[config.mk]
export PLATFORM = sky130hd
export DESIGN_NAME = box_frame_sequencer_flat
export DESIGN_NICKNAME = d
export VERILOG_FILES = /design/src/rtl/box_frame_sequencer_if.sv /design/src/rtl/box_frame_sequencer.sv /design/src/flat_wrapper.sv
export SDC_FILE = /design/constraint.sdc
export NUM_CORES = 1
export LEC_CHECK = 0
export ABC_CLOCK_PERIOD_IN_PS = 3300
export BUFFER_PORTS_ARGS = -buffer_cell sky130_fd_sc_hd__buf_2
export CORE_ASPECT_RATIO = 2
export CORE_MARGIN = 1.5
export CORE_UTILIZATION = 40
export CTS_CLUSTER_DIAMETER = 50
export DETAILED_ROUTE_END_ITERATION = 8
export PLACE_DENSITY = 0.68
export SYNTH_ARGS = -nofsm -noshare
export SYNTH_HDL_FRONTEND = slang
export SYNTH_SLANG_ARGS = --single-unit
[constraint.sdc]
create_clock -name clk -period 3.3 [get_ports clk]
set_input_delay 0.495 -clock clk [delete_from_list [all_inputs] [get_ports clk]]
set_output_delay 0.495 -clock clk [all_outputs]
set_load 0.05 [all_outputs]
[src/rtl/box_frame_sequencer_if.sv]
// -----------------------------------------------------------------------------
// box_frame_sequencer_if
//
// Purpose: groups the signals between the game-logic block, the box frame
// sequencer and the VGA adapter write port into one bundle.
//
// Signals:
//   frame_tick  game logic -> sequencer  one-cycle redraw request
//   box_y[6:0]  game logic -> sequencer  box centre row, sampled on a tick
//   plot        sequencer  -> VGA        write enable
//   x[7:0]      sequencer  -> VGA        pixel column
//   y[6:0]      sequencer  -> VGA        pixel row
//   colour[2:0] sequencer  -> VGA        pixel colour
//   busy        sequencer  -> monitor    high while a frame update runs
//   done        sequencer  -> monitor    one-cycle pulse at end of update
//   overrun     sequencer  -> monitor    sticky "tick arrived while busy"
//
// Modports:
//   slave  : the sequencer's view (consumes the tick, drives the pixel bus)
//   master : the environment's view (drives the tick, observes the outputs)
// -----------------------------------------------------------------------------
interface box_frame_sequencer_if;
  logic       frame_tick;
  logic [6:0] box_y;
  logic       plot;
  logic [7:0] x;
  logic [6:0] y;
  logic [2:0] colour;
  logic       busy;
  logic       done;
  logic       overrun;

  modport slave (
    input  frame_tick, box_y,
    output plot, x, y, colour, busy, done, overrun
  );

  modport master (
    output frame_tick, box_y,
    input  plot, x, y, colour, busy, done, overrun
  );
endinterface

[src/rtl/box_frame_sequencer.sv]
// -----------------------------------------------------------------------------
// box_frame_sequencer
//
// Purpose: per-frame controller owning the VGA adapter write port for the
// 3x3 player box. On an accepted frame tick it erases the box at its previous
// row in the background colour (skipped on the first frame or when the box
// has not moved), then draws it at the newly sampled row in the box colour,
// emitting one pixel per clock.
//
// Ports:
//   clk    system clock
//   reset  synchronous, active-high reset; aborts any pass in progress
//   bus    box_frame_sequencer_if.slave (frame_tick, box_y in;
//          plot, x, y, colour, busy, done, overrun out)
//
// Parameters:
//   BOX_X       centre column; box spans BOX_X-1 .. BOX_X+1
//   Y_MAX       last visible row; rows outside 0..Y_MAX are not plotted
//   BOX_COLOUR  colour of the draw pass
//   BG_COLOUR   colour of the erase pass
// -----------------------------------------------------------------------------
module box_frame_sequencer #(
  parameter int         BOX_X      = 4,
  parameter int         Y_MAX      = 119,
  parameter logic [2:0] BOX_COLOUR = 3'b111,
  parameter logic [2:0] BG_COLOUR  = 3'b000
) (
  input  logic                  clk,
  input  logic                  reset,
  box_frame_sequencer_if.slave  bus
);

  typedef enum logic [1:0] {
    IDLE  = 2'd0,
    ERASE = 2'd1,
    DRAW  = 2'd2,
    DONE  = 2'd3
  } state_t;

  localparam logic signed [7:0] Y_MAX_S   = 8'(Y_MAX);
  localparam logic [7:0]        X_FIRST   = 8'(BOX_X - 1);

  state_t     state_q, state_d;
  logic [1:0] dx_q, dx_d;
  logic [1:0] dy_q, dy_d;
  logic [6:0] cur_y_q, cur_y_d;
  logic [6:0] prev_y_q, prev_y_d;
  logic       prev_valid_q, prev_valid_d;
  logic       overrun_q, overrun_d;

  // Last pixel coordinates/colour, so the bus holds its value outside a pass.
  logic [7:0] x_hold_q, x_hold_d;
  logic [6:0] y_hold_q, y_hold_d;
  logic [2:0] colour_hold_q, colour_hold_d;

  // Pixel decode: purely from state and counter registers.
  logic              in_pass;
  logic [6:0]        base_y;
  logic signed [7:0] row_s;
  logic              row_clipped;
  logic [7:0]        pix_x;
  logic [2:0]        pix_colour;

  assign in_pass    = (state_q == ERASE) || (state_q == DRAW);
  assign base_y     = (state_q == ERASE) ? prev_y_q : cur_y_q;
  assign pix_colour = (state_q == ERASE) ? BG_COLOUR : BOX_COLOUR;
  assign pix_x      = X_FIRST + {6'd0, dx_q};

  // Row as 8-bit signed so that centre row 0 yields -1 for the top line and
  // centre 127 wraps to a negative value rather than aliasing a visible row.
  assign row_s       = $signed({1'b0, base_y}) + $signed({6'd0, dy_q}) - 8'sd1;
  assign row_clipped = row_s[7] || (row_s > Y_MAX_S);

  // ---------------------------------------------------------------------------
  // State and datapath registers
  // ---------------------------------------------------------------------------
  always_ff @(posedge clk) begin
    if (reset) begin
      state_q       <= IDLE;
      dx_q          <= 2'd0;
      dy_q          <= 2'd0;
      cur_y_q       <= 7'd0;
      prev_y_q      <= 7'd0;
      prev_valid_q  <= 1'b0;
      overrun_q     <= 1'b0;
      x_hold_q      <= 8'd0;
      y_hold_q      <= 7'd0;
      colour_hold_q <= BG_COLOUR;
    end else begin
      state_q       <= state_d;
      dx_q          <= dx_d;
      dy_q          <= dy_d;
      cur_y_q       <= cur_y_d;
      prev_y_q      <= prev_y_d;
      prev_valid_q  <= prev_valid_d;
      overrun_q     <= overrun_d;
      x_hold_q      <= x_hold_d;
      y_hold_q      <= y_hold_d;
      colour_hold_q <= colour_hold_d;
    end
  end

  // ---------------------------------------------------------------------------
  // Next-state logic
  // ---------------------------------------------------------------------------
  always_comb begin
    state_d       = state_q;
    dx_d          = dx_q;
    dy_d          = dy_q;
    cur_y_d       = cur_y_q;
    prev_y_d      = prev_y_q;
    prev_valid_d  = prev_valid_q;
    overrun_d     = overrun_q;
    x_hold_d      = x_hold_q;
    y_hold_d      = y_hold_q;
    colour_hold_d = colour_hold_q;

    // Any tick outside IDLE is dropped but remembered.
    if (bus.frame_tick && (state_q != IDLE)) begin
      overrun_d = 1'b1;
    end

    // Capture every emitted pixel (plotted or clipped) for holding later.
    if (in_pass) begin
      x_hold_d      = pix_x;
      y_hold_d      = row_s[6:0];
      colour_hold_d = pix_colour;
    end

    unique case (state_q)
      IDLE: begin
        if (bus.frame_tick) begin
          cur_y_d = bus.box_y;
          dx_d    = 2'd0;
          dy_d    = 2'd0;
          if (prev_valid_q && (bus.box_y != prev_y_q)) begin
            state_d = ERASE;
          end else begin
            state_d = DRAW;
          end
        end
      end

      ERASE, DRAW: begin
        // dy outer, dx inner, each 0..2.
        if (dx_q == 2'd2) begin
          dx_d = 2'd0;
          if (dy_q == 2'd2) begin
            dy_d    = 2'd0;
            state_d = (state_q == ERASE) ? DRAW : DONE;
          end else begin
            dy_d = dy_q + 2'd1;
          end
        end else begin
          dx_d = dx_q + 2'd1;
        end
      end

      DONE: begin
        prev_y_d     = cur_y_q;
        prev_valid_d = 1'b1;
        state_d      = IDLE;
      end

      default: state_d = IDLE;
    endcase
  end

  // ---------------------------------------------------------------------------
  // Output decode
  // ---------------------------------------------------------------------------
  always_comb begin
    bus.plot   = 1'b0;
    bus.x      = x_hold_q;
    bus.y      = y_hold_q;
    bus.colour = colour_hold_q;
    if (in_pass) begin
      bus.plot   = !row_clipped;
      bus.x      = pix_x;
      bus.y      = row_s[6:0];
      bus.colour = pix_colour;
    end
  end

  assign bus.busy    = (state_q != IDLE);
  assign bus.done    = (state_q == DONE);
  assign bus.overrun = overrun_q;

endmodule
[src/flat_wrapper.sv]
// flat-port wrapper written by rule: the top's interface ports become plain ports
module box_frame_sequencer_flat 
#(
  parameter int         BOX_X      = 4,
  parameter int         Y_MAX      = 119,
  parameter logic [2:0] BOX_COLOUR = 3'b111,
  parameter logic [2:0] BG_COLOUR  = 3'b000
)
  (clk, reset, bus_frame_tick, bus_box_y, bus_plot, bus_x, bus_y, bus_colour, bus_busy, bus_done, bus_overrun);
  box_frame_sequencer_if bus_i ();
  input  logic clk;
  input  logic reset;
  input wire logic [$bits(bus_i.frame_tick)-1:0] bus_frame_tick;
  input wire logic [$bits(bus_i.box_y)-1:0] bus_box_y;
  output wire logic [$bits(bus_i.plot)-1:0] bus_plot;
  output wire logic [$bits(bus_i.x)-1:0] bus_x;
  output wire logic [$bits(bus_i.y)-1:0] bus_y;
  output wire logic [$bits(bus_i.colour)-1:0] bus_colour;
  output wire logic [$bits(bus_i.busy)-1:0] bus_busy;
  output wire logic [$bits(bus_i.done)-1:0] bus_done;
  output wire logic [$bits(bus_i.overrun)-1:0] bus_overrun;
  assign bus_i.frame_tick = bus_frame_tick;
  assign bus_i.box_y = bus_box_y;
  assign bus_plot = bus_i.plot;
  assign bus_x = bus_i.x;
  assign bus_y = bus_i.y;
  assign bus_colour = bus_i.colour;
  assign bus_busy = bus_i.busy;
  assign bus_done = bus_i.done;
  assign bus_overrun = bus_i.overrun;
  box_frame_sequencer #(.BOX_X(BOX_X), .Y_MAX(Y_MAX), .BOX_COLOUR(BOX_COLOUR), .BG_COLOUR(BG_COLOUR)) u_core (.clk(clk), .reset(reset), .bus(bus_i));
endmodule
Word-level counts from Yosys, hierarchy flattened
Index checks and enable logic that the tools add are counted.

operators by class
  add/sub/neg operators = 5
  reduce and logical (&&, ||, !) cells = 13
  eq/ne operators = 9
  order comparisons = 1
  mux-type cells = 18

operator list
  cell                   number
  $mux W2                8
  $mux W7                2
  $add A7 B2 Y8          1
  $eq A2 B2 Y1 const B   4
  $gt A8 B8 Y1 const B   1
  $mux W8                1
  $pmux W2 S2            2
  $sub A8 B2 Y8 const B  1
  $ne A7 B7 Y1           1
  $mux W3                2
  $pmux W2 S3            1
  $reduce_and A3 Y1      2
  $add A2 B1 Y2 const B  2
  $ne A2 B1 Y1 const B   2
  $reduce_and A2 Y1      2
  $reduce_bool A2 Y1     2
  $add A2 B2 Y3 const A  1
  $eq A2 B1 Y1 const B   1
  $logic_and A1 B1 Y1    2
  $logic_not A2 Y1       1
  $logic_or A1 B1 Y1     2
  $mux W1                2
  $ne A2 B2 Y1 const B   1
  $reduce_or A2 Y1       1
  $logic_not A1 Y1       1

storage, ports and cells
  input bits = 10
  output and inout bits = 22
  word-level logic and storage cells = 56
  flip-flop bits (word level) = 40

Longest topological paths before layout
Gate-level depths: netlist of the first run.

  depth in word-level cells = 8
  depth in mapped cells = 14
  depth with buffers taken out = 13

Least setup slack after synthesis of the first run
Ideal clock, no wire load.

  kind = register to output
  start = reg u_core.state_q[1]
  end = out bus_y[6]
  data required time = 2.805 ns
  arrival time = 2.986 ns
  path buffers = 1
  slack = -0.181 ns
  cell stages (with the launch flop) = 13
  cell sequence = dfxtp_1 > inv_1 > ha_1 > buf_4 > mux2i_1 > ha_1 > inv_1 > ha_1 > a21o_1 > nand4_1 > nand3_1 > xnor2_1 > o21ai_0

between the ends
  cells in the longest elaborated chain, start to end = 5
  elaborated cells on any way between the ends = 7
  classes of those cells = 2 x add/sub; 2 x eq/ne; 2 x mux; 1 x reduce/logical

RTL lines
  item                    RTL line                                              source
  from (decl)             box_frame_sequencer.sv:43                             state_t state_q, state_d;
  from (signal assigned)  box_frame_sequencer.sv:90                             state_q <= state_d;
  $eq A2 B1 Y1            box_frame_sequencer.sv:64, box_frame_sequencer.sv:65
  $mux W7                 box_frame_sequencer.sv:65                             assign base_y = (state_q == ERASE) ? prev_y_q : cur_y_q;
  $add A7 B2 Y8           box_frame_sequencer.sv:71                             assign row_s = $signed({1'b0, base_y}) + $signed({6'd0, dy_q}) - 8'sd1;
  $sub A8 B2 Y8           box_frame_sequencer.sv:71
  $mux W7 *               box_frame_sequencer.sv:177                            if (in_pass) begin
  to (decl)               flat_wrapper.sv:17                                    output wire logic [$bits(bus_i.y)-1:0] bus_y;

Every way passes the cells marked *; elsewhere a longest branch is shown, timed or not.

Final worst setup path of the first run
  start = reg u_core.state_q[1]
  end = out bus_plot

between the ends
  cells in the longest elaborated chain, start to end = 8
  elaborated cells on any way between the ends = 10
  classes of those cells = 2 x add/sub; 1 x order compare; 2 x eq/ne; 2 x mux; 3 x reduce/logical

RTL lines
  item                RTL line                                              source
  $eq A2 B1 Y1        box_frame_sequencer.sv:64, box_frame_sequencer.sv:65
  $mux W7             box_frame_sequencer.sv:65
  $add A7 B2 Y8       box_frame_sequencer.sv:71
  $sub A8 B2 Y8       box_frame_sequencer.sv:71
  $gt A8 B8 Y1        box_frame_sequencer.sv:72                             assign row_clipped = row_s[7] || (row_s > Y_MAX_S);
  $logic_or A1 B1 Y1  box_frame_sequencer.sv:72
  $logic_not A1 Y1    box_frame_sequencer.sv:178                            bus.plot = !row_clipped;
  $mux W1 *           box_frame_sequencer.sv:177
  to (decl)           flat_wrapper.sv:15                                    output wire logic [$bits(bus_i.plot)-1:0] bus_plot;

Marked as above.

==> out/results.txt, run 1 <==
The total number of yosys warnings is 0. The kind of path behind the tightest hold check is in2reg. The tools report the first-pass iteration count of the detailed router as 4. The tools report the number of rows created at floorplan as 37.

Synthesis produced 235 cells. Along the worst path, the maximum fanout reaches 4. The tools report the startpoint of the worst-slack reg-to-reg timing path as u_core.state_q[1]. At the end of routability-driven placement, the weighted congestion stood at 0.819. The slew at the pin with the worst max-slew slack is 0.746 ns, and the effective utilization at floorplan is 41.4%. The number of different library cells in the post-synthesis netlist is 39. Sequential elements use 38.0% of the synthesized area. The initial antenna violation count was 0. At the worst endpoint, the arrival time is 2.95 ns. For the number of violations of the max-capacitance limit, the log shows 0. The clock arrives with 0.00604 ns of skew. The tools report the root buffer cell as sky130_fd_sc_hd__clkbuf_8.

The buffer levels on the longest clock path is 2. For the number of failing setup endpoints in the final timing report, the log shows 2. Summing every instance area after synthesis gives 2110 um2. For the remaining routing DRC violations, the log shows 0. The routed design could run at a clock period as short as 3.44 ns. The number of placed instances, taps included, is 319. Setup repair after global routing could not meet its margin everywhere.

The first routing iteration left 44 violations. The tools report the startpoint of the tightest hold check path as bus_box_y[4]. The tools report the total global routing track utilization as 17.3%. The count of cells in the finished layout, fillers not included, comes to 334. The max-slew violation total from the final report is 0, and the floorplan die height is 106 um.

In the synthesized netlist the async set-or-reset flop fraction comes to 0%. In this run the tool buffered the top-level ports with 31 buffer cells. H-tree depth: 2.

The tools report the least setup slack across all paths after layout as -0.143 ns. The checks that failed: negative setup slack. Registers take 802 um2. The multi-input combinational cells in the finished layout cover a total of 1250 um2. The first-pass GRT wire length came out at 7.23 mm. Entering global routing, the biggest net connects 43 pins.

The worst setup path is captured at an output port. The post-route clock period utilization works out to 104%. The flow ran to the end, but the final reports show violations. The detailed-route via count is 1695. Leaving out fill and tap cells, the most frequent cells in the layout are sky130_fd_sc_hd__dfxtp_1 (39), sky130_fd_sc_hd__buf_2 (26), sky130_fd_sc_hd__nor2b_1 (22).

For the worst-skew pair, the clock arrives at the later sink with an insertion delay of 0.30 ns. After clock tree synthesis, the clock-pin slew on the worst setup and hold paths is 0.08 ns. The number of global-route vias before repair was 1607. The count of state elements after synthesis was 40.

For the routed wire length, the log shows 4.40 mm. The number of buffers inserted during clock tree synthesis was 5; the number of top-level pins was 32. The HPWL after detailed placement was 3.05 mm. The die span in x was 54.4 um; the leftover overflow at the end of global routing was 0. Headroom to the max-slew limit came out at 50.3%. The most critical setup path has its startpoint at u_core.state_q[1]. Dividing the detail-routed wire length by the instance count gives 13.2 um. The run gives 303 as the final net count.

The number of antenna diodes in the final layout is 0. For this run, the leading register cell type out of synthesis is sky130_fd_sc_hd__dfxtp_1. The count of antenna-violating nets left after detailed routing came out at 0. The tools report the category of the worst setup path launch point as a flip-flop. The post-route netlist has 29.0% of its cells at a drive strength greater than 1. The synthesized area per cell was 8.98 um2. After clock tree synthesis, the flow added hold-fix buffers numbering 0. The critical path is of the reg2out type. From synthesis to final layout, the design area changed by 26.2%. The required time of the worst setup path was 2.80 ns. Detail-routed via count per cell: 5.07.

Proportion of netlist area held by the largest area contributor: 38.0%. The maximum frequency from static timing analysis is 290 MHz, and the die outline area is 5740 um2. Counting flops with a built-in enable in the synthesized netlist gives 0.

The tools report the final number of hold-violating endpoints as 0. The tools report the TritonCTS sink count as 40. Leaving out fill and tap cells, the most frequent cell in the layout is sky130_fd_sc_hd__dfxtp_1. TritonCTS built the clock tree. The filler cells instantiated in the layout total 496. Ranked by total cell area, the synthesized netlist is headed by sky130_fd_sc_hd__dfxtp_1 (38%), sky130_fd_sc_hd__ha_1 (10%), sky130_fd_sc_hd__nor2b_1 (6.5%).

The cell accounting for the most synthesized area is sky130_fd_sc_hd__dfxtp_1. The total area inside the core boundary comes to 5090 um2. When the netlist entered floorplanning its net count stood at 263.
## layer usage
layer  part of all wire, %  track usage [%]  vias to the layer above
met5                     0                0                        -
met4                   2.7             9.11                        0
met3                   3.5             4.39                        9
met2                    55             29.3                       32
met1                    39             18.6                      787
li1                      -                -                      867
## metrics by stage
step / utilization (%) / hold WS (ns) / cell area, um2 / setup TNS (ns) / setup WS [ns]
2_1_floorplan: - / 0.434 / 2110 / 0 / 0.103
3_3_place_gp: 45.7 / 0.446 / 2330 / 0 / 0.0659
3_5_place_dp: 45.7 / 0.457 / 2330 / -0.000547 / -0.000547
4_1_cts: 50.8 / 0.453 / 2590 / -0.163 / -0.138
5_1_grt: 52.3 / 0.465 / 2660 / -0.421 / -0.243
6_report: 52.3 / 0.457 / 2660 / -0.152 / -0.143
## critical path, cell delays in order (launching register included)
cell and delay [ns]:
sky130_fd_sc_hd__dfxtp_2 0.34, sky130_fd_sc_hd__inv_2 0.05, sky130_fd_sc_hd__ha_4 0.17, sky130_fd_sc_hd__buf_4 0.14, sky130_fd_sc_hd__mux2i_2 0.14, sky130_fd_sc_hd__ha_2 0.17
sky130_fd_sc_hd__inv_1 0.10, sky130_fd_sc_hd__ha_4 0.15, sky130_fd_sc_hd__inv_2 0.03, sky130_fd_sc_hd__fa_2 0.36, sky130_fd_sc_hd__nor2b_4 0.14, sky130_fd_sc_hd__buf_6 0.10
sky130_fd_sc_hd__o31ai_2 0.05, sky130_fd_sc_hd__xnor2_1 0.20, sky130_fd_sc_hd__nand3_1 0.13, sky130_fd_sc_hd__o21a_2 0.24, sky130_fd_sc_hd__buf_8 0.15
## registers in the layout, indices dropped and copies added, names as in the netlist
register              count
u_core.dx_q               2
u_core.x_hold_q           8
u_core.colour_hold_q      3
u_core.y_hold_q           7
u_core.prev_y_q           7
u_core.cur_y_q            7
u_core.state_q            2
u_core.bus.overrun        1
u_core.prev_valid_q       1
u_core.dy_q               2
## kinds of logic (layout without fill, tap and decap cells)
kind of cell,Yosys count,after routing,share of synthesized area [%]
and+or+nand+nor,81,81,20.4
DFF,40,40,38.0
buffers and inverters,32,73,6.29
xor gates and xnor gates,11,11,4.57
adders and majority gates,18,18,11.0
muxes,19,19,9.67
AOI/OAI and AO/OA,34,34,10.1
## cell type report
type,instances,share of cell area [%]
clock buffers,5,2.59
repair buffers,44,11.1
inverters,21,2.96
well taps,58,2.73
clock inverters,3,3.39
flip-flops and latches,40,30.1
multi-input cells,163,47.1
## cells in the mapped netlist (4+ instances only)
cell type and count:
sky130_fd_sc_hd__dfxtp_1 40, sky130_fd_sc_hd__nor2b_1 22, sky130_fd_sc_hd__inv_1 21, sky130_fd_sc_hd__nor2_1 18, sky130_fd_sc_hd__ha_1 17, sky130_fd_sc_hd__a21oi_1 14, sky130_fd_sc_hd__nand2_1 13, sky130_fd_sc_hd__nand3_1 13
sky130_fd_sc_hd__mux2i_1 11, sky130_fd_sc_hd__o21ai_0 8, sky130_fd_sc_hd__clkbuf_1 7, sky130_fd_sc_hd__mux2_2 7, sky130_fd_sc_hd__xnor2_1 7, sky130_fd_sc_hd__xor2_1 4
## worst paths after layout
kind                                             to  cells past startpoint  slack (ns)
worst min register to register  u_core.prev_valid_q                      2        0.48
worst min-delay path              u_core.cur_y_q[4]                      3        0.46
worst max register to register   u_core.y_hold_q[5]                     15        0.68
worst max-delay path                       bus_plot                     16       -0.14
## what timing repair did
action | CTS | global route
endpoints found under the setup margin | 4 | 5
pin swaps | 7 | 8
setup buffers | 5 | 2
endpoints found under the hold margin | 0 | 0
resized for setup | 16 | 17
Power of run 1 is not shown: default switching activity piles up to over one toggle a cycle in this logic, so the estimate is an artifact.
==> inputs of run 2 (changes only) <==
--- a/config.mk
+++ b/config.mk
@@ -6,13 +6,14 @@
 export NUM_CORES = 1
 export LEC_CHECK = 0
 export ABC_CLOCK_PERIOD_IN_PS = 3300
-export BUFFER_PORTS_ARGS = -buffer_cell sky130_fd_sc_hd__buf_2
+export BUFFER_PORTS_ARGS = -buffer_cell sky130_fd_sc_hd__buf_4
 export CORE_ASPECT_RATIO = 2
 export CORE_MARGIN = 1.5
 export CORE_UTILIZATION = 40
 export CTS_CLUSTER_DIAMETER = 50
 export DETAILED_ROUTE_END_ITERATION = 8
 export PLACE_DENSITY = 0.68
+export SKIP_CTS_REPAIR_TIMING = 1
 export SYNTH_ARGS = -nofsm -noshare
 export SYNTH_HDL_FRONTEND = slang
 export SYNTH_SLANG_ARGS = --single-unit
==> run 2 against run 1 <==
Net effect:
- the flow still finishes with violations (negative setup slack)
- wire length decreased by 3.4%
- worst hold slack improved by 0.0037 ns
- via count down 3.7%
- cell area down 3.9%
- clock skew fell by 0.0010 ns
- maximum frequency increased by 0.20%
==> out/results.txt, run 2 (synthesis gave the netlist of run 1 again) <==
Wire segments on met3 add up to 142 um in the final route. For the number of filler instances in the final layout, the log shows 538. The area occupied by registers is 803 um2, and the HPWL after detailed placement is 3.06 mm.

The largest single stage delay on the critical path is 0.34 ns. The clock passes through at most 2 buffers. Setup violations remaining at the end of the flow were counted as 3.

The tools report the number of global-route vias before repair as 1516. The kind of end point of the critical path is an output port. During placement, the flow inserted port buffers numbering 31.

The first-pass GRT wire length was 6.86 mm; the floorplan die height was 106 um. Counting the buffers created by CTS gives 5. In the finished design, the share of the clock period the worst path needs comes to 104%. For the pin with the worst max-slew slack, the measured transition is 0.522 ns. The detailed router placed 1633 vias in this run.

After clock tree synthesis, the clock-pin slew on the worst setup and hold paths is 0.08 ns. For the least setup slack across all paths after layout, the log shows -0.136 ns. Setup repair after global routing could not meet its margin everywhere. For this design, the sink count on the clock tree is 40. Data arrival time of the critical path: 2.94 ns. Entering global routing, the biggest net connects 43 pins. The initial utilization of the core area, before any placement, comes to 41.4%. The initial antenna violation count is 0, and the number of cells on the worst hold path is 3. The final layout contains 296 nets. The checks that failed: negative setup slack. The leading cell type in the layout, fill and taps excluded was sky130_fd_sc_hd__dfxtp_1. TritonCTS built the clock tree.

The logs give 0 for the number of violations of the max-capacitance limit and 37 for the number of rows created at floorplan. The minimum clock period after layout came out at 3.44 ns. Across every metal layer, demand over resource in global routing totals 16.3%. The run finished, with violations left. The detailed-routing wirelength on met1 was 1.79 mm; the final non-filler cell total was 327. Finished layout cell area: 2560 um2. The max-slew violation total from the final report is 0, and the flop-to-flop setup slack is 0.68 ns. In the detailed route, the total length drawn on met2 is 2.22 mm.

Clock tree synthesis selected as its root buffer the cell sky130_fd_sc_hd__clkbuf_8. For the count of antenna-violating nets left after detailed routing, the log shows 0. For the required time of the worst setup path, the log shows 2.80 ns. After floorplanning, the core was sized to cover 5090 um2. Signal routing reaches up to met4. The number of antenna diodes in the final layout is 0.

Using the TritonRoute via totals, the vias-per-cell ratio works out to 4.99. The leftover overflow at the end of global routing came out at 0. The clock reaches the later pin of the worst-skew pair after 0.30 ns. The class of the most critical setup path was reg2out. The growth of design area from synthesis to finish was 21.2%.

In this run, the number of DRC markers left after iteration 0 of detailed routing was 37. Of the cells placed in the final design, the portion with a size suffix greater than 1 is 26.0%. The largest register by flop count is u_core.x_hold_q.

The number of top-level pins was 32; the first-pass iteration count of the detailed router was 4. The run gives 317 as the post-placement cell count. The floorplan step set the die width to 54.4 um. For the routed wire length, the log shows 4.25 mm.

The critical-path maximum fanout was 5; the die outline area was 5740 um2. For this run, the share of the core covered by cells in the final layout is 50.2%. Across the routed clock network, the largest skew measured is 0.00499 ns. The depth of the most critical reg-to-reg path is 13. The final number of hold-violating endpoints was 0; the flip-flop count of the largest register, all copies and words added was 8. The critical path goes through inv_2 -> ha_4 -> buf_4 -> mux2_2 -> inv_1 -> ha_2 -> nor2b_4 -> o311a_1 -> and3_4 -> nor4_2 -> o21a_2 -> buf_8.

The placed instances occupy a cell area of 2390 um2. The top cell types in the final layout, fill and taps aside, are sky130_fd_sc_hd__dfxtp_1 (38), sky130_fd_sc_hd__buf_4 (35), sky130_fd_sc_hd__nor2b_1 (22). For this run, design rule violations remaining after detail routing come to 0.

The H-tree was split into 2 levels. STA classifies the critical path startpoint as a flip-flop. Kind of path behind the tightest hold check: in2reg. The congestion estimate from routability-driven global placement came to 0.809.

Headroom to the max-slew limit came out at 65.2%. The routed length per placed instance is 13.0 um. Maximum frequency from static timing analysis: 291 MHz.

Among all stages on the critical path, the largest delay is contributed by sky130_fd_sc_hd__dfxtp_2. For the multi-input gate area in the final layout, the log shows 1220 um2.
## run 2: layer usage
layer	up-vias	global-route usage, %
li1	850	-
met1	746	18.9
met2	30	26.8
met3	7	3.40
met4	0	8.04
met5	-	0
## run 2: cell type report
| class | count | area share (%) |
|---|---|---|
| timing repair buffer | 37 | 11.3 |
| clock inverter | 2 | 0.538 |
| multi-input combinational | 163 | 47.6 |
| clock buffer | 6 | 3.23 |
| sequential | 40 | 31.4 |
| inverter | 21 | 3.08 |
| tap | 58 | 2.84 |
## run 2: final timing paths
path,to,startpoint
setup reg to reg,u_core.y_hold_q[5],u_core.state_q[1]
hold / removal,u_core.cur_y_q[0],bus_box_y[0]
hold reg to reg,u_core.cur_y_q[0],u_core.cur_y_q[0]
setup / recovery,bus_plot,u_core.state_q[1]
## run 2: stage by stage
stage	setup slack (ns)	setup TNS [ns]	hold WS, ns
2_1_floorplan	0.103	0	0.434
3_3_place_gp	0.104	0	0.449
3_5_place_dp	0.00390	0	0.462
4_1_cts	-0.348	-0.703	0.456
5_1_grt	-0.250	-0.522	0.461
6_report	-0.136	-0.173	0.461
## run 2: critical path, delay by kind of cell, from the launching register on
kind | cells | cell delay [ns]
AOI/OAI and AO/OA | 2 | 0.50
DFF | 1 | 0.34
adders and majority gates | 2 | 0.48
buffers and inverters | 4 | 0.43
and+or+nand+nor | 3 | 0.56
muxes | 1 | 0.34
Power of run 2 is left out for the same reason.
